### src/rtl/px_stream_router.sv
// Routes pixel strobes from one of N_SRC sources through an elastic FIFO to the core,
// switching source only once the FIFO has drained. Optional macro: PX_ROUTER_STATS_EN.
module px_stream_router #(
    parameter int unsigned PX_WIDTH   = 24,
    parameter int unsigned N_SRC      = 2,
    parameter int unsigned FIFO_DEPTH = 4,
    parameter int unsigned SEL_W      = $clog2(N_SRC)
) (
    input  logic                      clk_i,
    input  logic                      nreset_i,
    input  logic [SEL_W-1:0]          sel_i,
    input  logic                      clear_i,
    input  logic [N_SRC-1:0]          src_rdy_i,
    input  logic [N_SRC*PX_WIDTH-1:0] src_px_i,
    input  logic                      core_busy_i,
    output logic                      core_rdy_o,
    output logic [PX_WIDTH-1:0]       core_px_o,
    output logic [SEL_W-1:0]          active_sel_o,
    output logic                      busy_o,
    output logic                      ovf_o,
    output logic [7:0]                drop_cnt_o,
    output logic [15:0]               px_cnt_o
);

    localparam int unsigned PTR_W = $clog2(FIFO_DEPTH);
    localparam int unsigned CNT_W = PTR_W + 1;

    typedef enum logic {
        ST_RUN   = 1'b0,
        ST_DRAIN = 1'b1
    } state_t;

    state_t              r_state;
    logic [SEL_W-1:0]    r_active_sel;
    logic [PX_WIDTH-1:0] r_mem [FIFO_DEPTH];
    logic [PTR_W-1:0]    r_wptr;
    logic [PTR_W-1:0]    r_rptr;
    logic [CNT_W-1:0]    r_count;
    logic                r_core_rdy;
    logic [PX_WIDTH-1:0] r_core_px;
    logic                r_busy;
    logic                r_ovf;
    logic [7:0]          r_drop_cnt;

    logic                w_rdy;
    logic [PX_WIDTH-1:0] w_px;
    logic                w_full;
    logic                w_empty;
    logic                w_pop;
    logic                w_push;
    logic                w_drop;
    logic                w_drain_nxt;
    logic [CNT_W-1:0]    w_count_nxt;

    // Active-source mux; an out-of-range select matches nothing and yields no strobe.
    always_comb begin
        w_rdy = 1'b0;
        w_px  = '0;
        for (int k = 0; k < N_SRC; k++) begin
            if (SEL_W'(k) == r_active_sel) begin
                w_rdy = src_rdy_i[k];
                w_px  = src_px_i[k*PX_WIDTH +: PX_WIDTH];
            end
        end
    end

    always_comb begin
        w_full      = (r_count == CNT_W'(FIFO_DEPTH));
        w_empty     = (r_count == '0);
        w_pop       = !w_empty && !core_busy_i;
        w_push      = (r_state == ST_RUN) && w_rdy && (!w_full || w_pop);
        w_drop      = w_rdy && ((r_state == ST_DRAIN) || (w_full && !w_pop));
        w_drain_nxt = (r_state == ST_RUN) ? (sel_i != r_active_sel) : !w_empty;
        w_count_nxt = r_count;
        if (w_push && !w_pop) begin
            w_count_nxt = r_count + CNT_W'(1);
        end else if (!w_push && w_pop) begin
            w_count_nxt = r_count - CNT_W'(1);
        end
    end

    always_ff @(posedge clk_i or negedge nreset_i) begin
        if (!nreset_i) begin
            r_state      <= ST_RUN;
            r_active_sel <= '0;
            r_wptr       <= '0;
            r_rptr       <= '0;
            r_count      <= '0;
            r_core_rdy   <= 1'b0;
            r_core_px    <= '0;
            r_busy       <= 1'b0;
            r_ovf        <= 1'b0;
            r_drop_cnt   <= '0;
            for (int unsigned i = 0; i < FIFO_DEPTH; i++) begin
                r_mem[i] <= '0;
            end
        end else begin
            r_count    <= w_count_nxt;
            r_core_rdy <= w_pop;
            r_busy     <= w_drain_nxt || (w_count_nxt != '0);
            r_state    <= w_drain_nxt ? ST_DRAIN : ST_RUN;
            if (r_state == ST_DRAIN && w_empty) begin
                r_active_sel <= sel_i;
            end
            if (w_push) begin
                r_mem[r_wptr] <= w_px;
                r_wptr        <= r_wptr + PTR_W'(1);
            end
            if (w_pop) begin
                r_core_px <= r_mem[r_rptr];
                r_rptr    <= r_rptr + PTR_W'(1);
            end
            // Clear wins over a same-cycle drop.
            if (clear_i) begin
                r_ovf      <= 1'b0;
                r_drop_cnt <= '0;
            end else if (w_drop) begin
                r_ovf <= 1'b1;
                if (r_drop_cnt != 8'hFF) begin
                    r_drop_cnt <= r_drop_cnt + 8'd1;
                end
            end
        end
    end

`ifdef PX_ROUTER_STATS_EN
    logic [15:0] r_px_cnt;

    // Delivered-pixel counter, wraps at 16 bits.
    always_ff @(posedge clk_i or negedge nreset_i) begin
        if (!nreset_i) begin
            r_px_cnt <= '0;
        end else if (clear_i) begin
            r_px_cnt <= '0;
        end else if (w_pop) begin
            r_px_cnt <= r_px_cnt + 16'd1;
        end
    end

    assign px_cnt_o = r_px_cnt;
`else
    assign px_cnt_o = 16'd0;
`endif

    assign core_rdy_o   = r_core_rdy;
    assign core_px_o    = r_core_px;
    assign active_sel_o = r_active_sel;
    assign busy_o       = r_busy;
    assign ovf_o        = r_ovf;
    assign drop_cnt_o   = r_drop_cnt;

endmodule

### config.mk
export PLATFORM = sky130hd
export DESIGN_NAME = px_stream_router
export DESIGN_NICKNAME = d
export VERILOG_FILES = /design/src/rtl/px_stream_router.sv
export SDC_FILE = /design/constraint.sdc
export NUM_CORES = 1
export LEC_CHECK = 0
export BUFFER_PORTS_ARGS = -buffer_cell sky130_fd_sc_hd__buf_2
export CAP_MARGIN = 30
export CORE_MARGIN = 5
export CORE_UTILIZATION = 56
export DETAILED_ROUTE_END_ITERATION = 12
export HOLD_SLACK_MARGIN = 0.03
export PLACE_DENSITY = 0.8
export SLEW_MARGIN = 20
export SYNTH_ARGS = -nofsm -noshare
export SYNTH_HDL_FRONTEND = slang
export SYNTH_SLANG_ARGS = --single-unit
### constraint.sdc
create_clock -name clk_i -period 3 [get_ports clk_i]
set_clock_uncertainty 0.15 [all_clocks]
set_input_delay 0.45 -clock clk_i [delete_from_list [all_inputs] [get_ports clk_i]]
set_output_delay 0.45 -clock clk_i [all_outputs]
set_load 0.1 [all_outputs]
==> results of run 1 <==
==> report_power, final <==
part,total (uW),switching (uW),internal (uW)
logic,3830,2510,1320
clock network,2420,780,1640
registers,3210,528,2690
==> stage by stage <==
step                      setup slack (ns)  total power (uW)  hold WS (ns)  area [um^2]  std cells
final                                0.339              9470         0.145         7480        777
after global routing                 0.203              9990         0.149         7480        777
after CTS                            0.336              9530         0.134         7480        777
after detailed placement             0.368              7040         0.319         6800        744
after global placement               0.504              6860         0.306         6800        744
after floorplan                      0.280              6260       0.00441         6340        556
==> cells by family after synthesis <==
| logic type | share of synthesized area |
|---|---|
| muxes | 0.176 |
| other | 0.000597 |
| adders and majority gates | 0.0159 |
| buffers and inverters | 0.0516 |
| AOI/OAI and AO/OA | 0.0950 |
| and+or+nand+nor | 0.0877 |
| xor gates and xnor gates | 0.0153 |
| DFF | 0.558 |
==> layer usage <==
| layer | global-route usage | routed length, um |
|---|---|---|
| met1 | 0.272 | 5380 |
| met5 | 0 | 0 |
| met3 | 0.0460 | 672 |
| met2 | 0.374 | 7150 |
| met4 | 0.0696 | 184 |
==> synthesized netlist by cell type (all sizes together) <==
cell type / count
ha: 8
nand4: 2
clkbuf: 13
nand2: 109
nand2b: 2
o221ai: 2
xor2: 6
a21oi: 2
or3: 2
o211ai: 1
and4: 1
o31a: 1
nor2b: 2
clkinv: 1
or2: 1
inv: 6
o21ai: 103
and2: 1
nand3: 1
mux2: 25
dfrtp: 140
a31oi: 1
nor2: 11
and3: 1
o21a: 1
nor3: 1
mux2i: 27
mux4: 24
o2111ai: 1
conb: 1
buf: 37
a22o: 1
xnor2: 5
or4: 1
==> layout make-up <==
class | instances | share of cell area
Clock buffer | 20 | 0.0583
Inverter | 7 | 0.00518
Timing Repair Buffer | 99 | 0.0771
Clock inverter | 12 | 0.0324
Tap cell | 140 | 0.0234
Sequential cell | 140 | 0.468
Multi-Input combinational cell | 359 | 0.335
==> final timing paths <==
path / start / to / slack, ns / cells past startpoint
min reg2reg: r_mem[87] / r_mem[87] / 0.33 / 2
min: sel_i / active_sel_o / 0.15 / 2
max: r_count[1] / busy_o / 0.34 / 8
max reg2reg: r_count[1] / busy_o / 0.34 / 8
max in group asynchronous: nreset_i / r_mem[29] / 1.41 / 3
min in group asynchronous: nreset_i / r_mem[52] / 0.49 / 2
==> sequential cells by signal (all words and copies together), names as in the netlist <==
signal and flops:
core_px_o 24, ovf_o 1, drop_cnt_o 8, core_rdy_o 1
active_sel_o 1, r_wptr 2, busy_o 1, r_mem 96
r_rptr 2, r_count 3, r_state 1
==> summary.md, run 1 <==
| Metric | Value |
|---|---|
| Outcome | complete, no violations |
| Core Region | 10900 um^2 |
| Initial Utilization | 0.574 |
| # diodes | 0 |
| Layout cells sized above 1 | 0.287 |
| Die footprint | 13400 um^2 |
| Crit-path max cell delay | 0.53 ns |
| Most frequent CP cell | xnor2_1 |
| CP Class | flip-flop to flip-flop |
| Drt wl/cell | 17.2 um |
| Yosys reg bits | 140 |
| Seq/Total Area, Yosys | 0.558 |
| Pleak | 0.00363 uW |
| Hold Violations, Final | 0 |
| Netlist cell types | 39 |
| First-pass GRT wire length | 22100 um |
| CTS sink count | 140 |
| Clk_lat worst skew | 0.42 ns |
| Post-Syn Area per Cell | 11.6 um^2 |
| Antenna Nets Post-Route | 0 |
| Post-CTS sizing | 0 |
| Most frequent cells in the layout | 138 x dfrtp_1, 109 x nand2_1, 103 x o21ai_0, 89 x buf_2, 26 x mux2i_1 |
| GPL Wtd Cong | 0.759 |
| Post-layout util | 0.684 |
| Worst-path clk slew | 0.06 ns |
| Minimum clock period | 2.66 ns |
| Die W | 116 um |
| Post-synthesis cell area | 6280 um^2 |
| Via density per instance | 5.56 |
| Worst-path cell chain | inv_1 > ha_1 > nor2b_2 > or2_1 > clkinv_8 > xnor2_1 > xnor2_1 > or4_1 |
| Commonest non-fill, non-tap cell in the layout | dfrtp_1 |
| Worst setup SP type | flip-flop |
| Max-slew violations | 0 |
| Bufs and invs on worst path | 2 |
| Filler cells | 784 |
| RSZ-0062 raised after global routing | false |
| Drt total wl | 13400 um |
| DP HPWL | 8260 um |
| Drt first pass iters | 5 |
| First DRT Iteration DRCs | 244 |
| # hold bufs at CTS | 1 |
| Reg area | 3510 um^2 |
| CP max stage cell | or4_1 |
| Pwr/cell area | 1270 nW/um^2 |
| Num CTS Buffers | 17 |
| Number of global-route vias before repair | 4463 |
| H-tree lvl count | 4 |
| Initial antenna violation count | 0 |
| PortBufs | 90 |
| Synth warn | 0 |
| Post-route DRC | 0 |
| Worst-case vdd ir drop | 0.00124 V |
| Critical path fanouts, max | 28 |
| Slew headroom | 0.478 |
| Crit path capture type | flip-flop |
| Synth top area cells | dfrtp_1 56%, mux4_2 8.6%, o21ai_0 8.2%, nand2_1 6.5%, mux2_2 4.5% |
| CP arrival | 2.80 ns |
| Total gr overflow | 0 |
| Post-synth top area cell | dfrtp_1 |
| Top Ports | 107 |
| Final setup fails | 0 |
| # Post-CTS Setup Buffers | 0 |
| DR vias | 4321 |
| CTS max path bufs | 2 |
| CP top delay family | simple AND/OR/NAND/NOR gates |
| Die Height | 116 um |
| CP required | 3.14 ns |
| Max Fclk | 0.376 GHz |
| Syn Inst Count | 541 |
| CTS tree | yes |
| Largest net degree at the start of global routing | 86 |
| Period Utilization, post-route | 0.887 |
| Setup TNS | 0 ns |
| Area grow syn2layout | 19.2% |
| Share of the synthesized area in the top cell type | 0.558 |
| # rows | 38 |
| Root buf cell | clkbuf_16 |
| Total Nets Final | 687 |
| Worst Max-Slew Pin Slew | 0.782 ns |
| Total GRT Usage | 0.216 |
| Max-cap violations | 0 |
| Multi-input logic area | 2510 um^2 |
| Hold Path Class | primary input to flip-flop |
Note: power is estimated with default switching activity, not from simulation.
==> run 2, diff against run 1 <==
Settings changed: BUFFER_PORTS_ARGS -buffer_cell sky130_fd_sc_hd__buf_2 to unset, CORE_UTILIZATION 56 to 35, DONT_BUFFER_PORTS set to 1, MAX_ROUTING_LAYER set to met4, PLACE_DENSITY 0.8 to 0.49.
==> summary.md, run 2 (synthesis results as in run 1) <==
| Metric | Value |
|---|---|
| Outcome | finished with violations |
| Failing checks | hold timing |
| Most frequent cells in the layout | 138 x dfrtp_1, 105 x nand2_1, 103 x o21ai_0, 26 x mux2i_1, 25 x mux2_2 |
| Post-layout util | 0.403 (-0.282) |
| Core Region | 17800 um^2 (+63%) |
| Worst hold margin | -0.420 ns (-0.565 ns) |
| # Post-CTS Setup Buffers | 0 (unchanged) |
| Post-route DRC | 0 (unchanged) |
| Worst-path clk slew | 0.06 ns (about the same) |
| Max-slew violations | 0 (unchanged) |
| Num CTS Buffers | 17 (unchanged) |
| Max reg flops | 96 (unchanged) |
| Top Ports | 107 (unchanged) |
| First-pass GRT wire length | 21800 um (-1.6%) |
| Worst-case vdd ir drop | 0.000746 V (-40%) |
| Worst reg2reg startpoint | r_count[1] |
| First DRT Iteration DRCs | 199 (-18%) |
| DR vias | 3910 (-9.5%) |
| CP arrival | 2.74 ns (-0.06 ns) |
| Period Utilization, post-route | 0.867 (-0.0201) |
| H-tree lvl count | 4 (unchanged) |
| CTS sink count | 140 (unchanged) |
| Setup TNS | 0 ns (unchanged) |
| Max Fclk | 0.385 GHz (+2.3%) |
| CTS tree | yes |
| Worst Max-Slew Pin Slew | 0.945 ns (+0.163 ns) |
| Largest net degree at the start of global routing | 141 (+64%) |
| Die footprint | 20700 um^2 (+54%) |
| Max-cap violations | 0 (unchanged) |
| Final setup fails | 0 (unchanged) |
| Cell Count Post-Placement | 753 (+1.2%) |
| Die Height | 144 um (+24%) |
| Crit path capture type | flip-flop |
| Reg2reg path depth | 8 (unchanged) |
| Commonest non-fill, non-tap cell in the layout | dfrtp_1 |
| Drt total wl | 13500 um (+0.99%) |
| Largest Register | r_mem |
| Drt first pass iters | 4 (-1) |
| Number of global-route vias before repair | 4091 (-8.3%) |
| Critical path fanouts, max | 28 (unchanged) |
| CTS max path bufs | 2 (unchanged) |
| # rows | 49 (+29%) |
| Layout Cells excl Fill | 787 (+1.3%) |
| Pleak | 0.00328 uW (-9.6%) |
| Initial Utilization | 0.352 (-0.222) |
| Antenna Nets Post-Route | 0 (unchanged) |
| Worst reg2reg path endpoint | busy_o |
| Crit-path max cell delay | 0.51 ns (-0.02 ns) |
| Hold Path Class | primary input to asynchronous set/reset pin |
| Filler cells | 1704 (+120%) |
| # diodes | 0 (unchanged) |
| DP HPWL | 8600 um (+4.1%) |
| Total gr overflow | 0 (unchanged) |
| Worst setup SP type | flip-flop |
| Worst-path cell chain | inv_1 > ha_1 > nor2b_2 > or2_1 > clkinv_8 > xnor2_1 > xnor2_1 > or4_1 |
| Layout cells sized above 1 | 0.190 (-0.0973) |
| Critical path launch point | r_count[1] |
| CP max stage cell | or4_1 |
| Via density per instance | 4.97 (-11%) |
| Total GRT Usage | 0.144 (-0.0720) |
| RSZ-0062 raised after global routing | false |
| Die W | 144 um (+24%) |
| Initial antenna violation count | 0 (unchanged) |
| Minimum clock period | 2.60 ns (-0.0603 ns) |
| CP required | 3.14 ns (about the same) |
| Most frequent CP cell | xnor2_1 |
| Post-CTS sizing | 0 (unchanged) |
| # hold bufs at CTS | 2 (+1) |
| Total Nets Final | 608 (-11%) |
| Hold Violations, Final | 140 (+140) |
| Drt wl/cell | 17.2 um (-0.30%) |
| PortBufs | 0 (-100%) |
| Slew headroom | 0.370 (-0.109) |
| Clk_lat worst skew | 0.42 ns (about the same) |
| GPL Wtd Cong | 0.761 (+0.18%) |
| Flop2flop setup slack | 0.40 ns (+0.06 ns) |
| Pwr/cell area | 1260 nW/um^2 (-0.30%) |
| CP Class | flip-flop to flip-flop |
| Area grow syn2layout | 14.4% |
| Root buf cell | clkbuf_16 |
run 2: cell count changes in the layout (fill, tap and decap cells not counted), moves of 2 or more:
cell       before  now
clkbuf_8        0    5
nand2_2         0    4
clkinv_4        2    0
buf_2          89    0
nand2_1       109  105
buf_4           4   15
bufinv_16       7    4
run 2: area by class of cell:
cell class	count	area [um^2]	share of cell area
flip-flops and latches	140	3510	0.488
well taps	229	287	0.0399
clock buffers	26	509	0.0709
repair buffers	20	193	0.0268
clock inverters	6	130	0.0181
inverters	7	38.8	0.00540
multi-input cells	359	2520	0.351
run 2: worst max-delay path, delay by kind of cell (launching register included):
kind	cells	cell delay, ns
xor+xnor	2	0.33
fa+ha+maj	1	0.22
buf+inv	2	0.34
flops	1	0.42
simple gates	3	1.01
run 2: report_power, final:
| part | internal [uW] | switching [uW] |
|---|---|---|
| registers | 2660 | 1560 |
| clock network | 1500 | 759 |
| logic | 1210 | 1370 |
| total | 5370 | 3690 |
run 2: worst max path at each step:
stage,depth (start not counted),to
4_1_cts,8,busy_o
2_1_floorplan,6,busy_o
3_5_place_dp,8,busy_o
3_3_place_gp,8,busy_o
5_1_grt,8,busy_o
6_report,8,busy_o
run 2: metal layers:
metal	GRT usage	wire, um	vias up	share of wire
met5	-	0	-	0
met4	0.0590	232	0	0.017
met3	0.0416	850	17	0.063
met2	0.230	6660	92	0.49
met1	0.171	5770	1951	0.43
li1	-	-	1850	-
run 2: through the flow:
step	power, uW	cell area, um^2	setup WS [ns]	hold WS (ns)
after global placement	6780	6520	0.483	0.00886
after global routing	9640	7180	0.245	-0.447
final	9060	7180	0.399	-0.420
after CTS	9210	7180	0.394	-0.448
after floorplan	6260	6340	0.280	0.00441
after detailed placement	6900	6520	0.421	0.00896
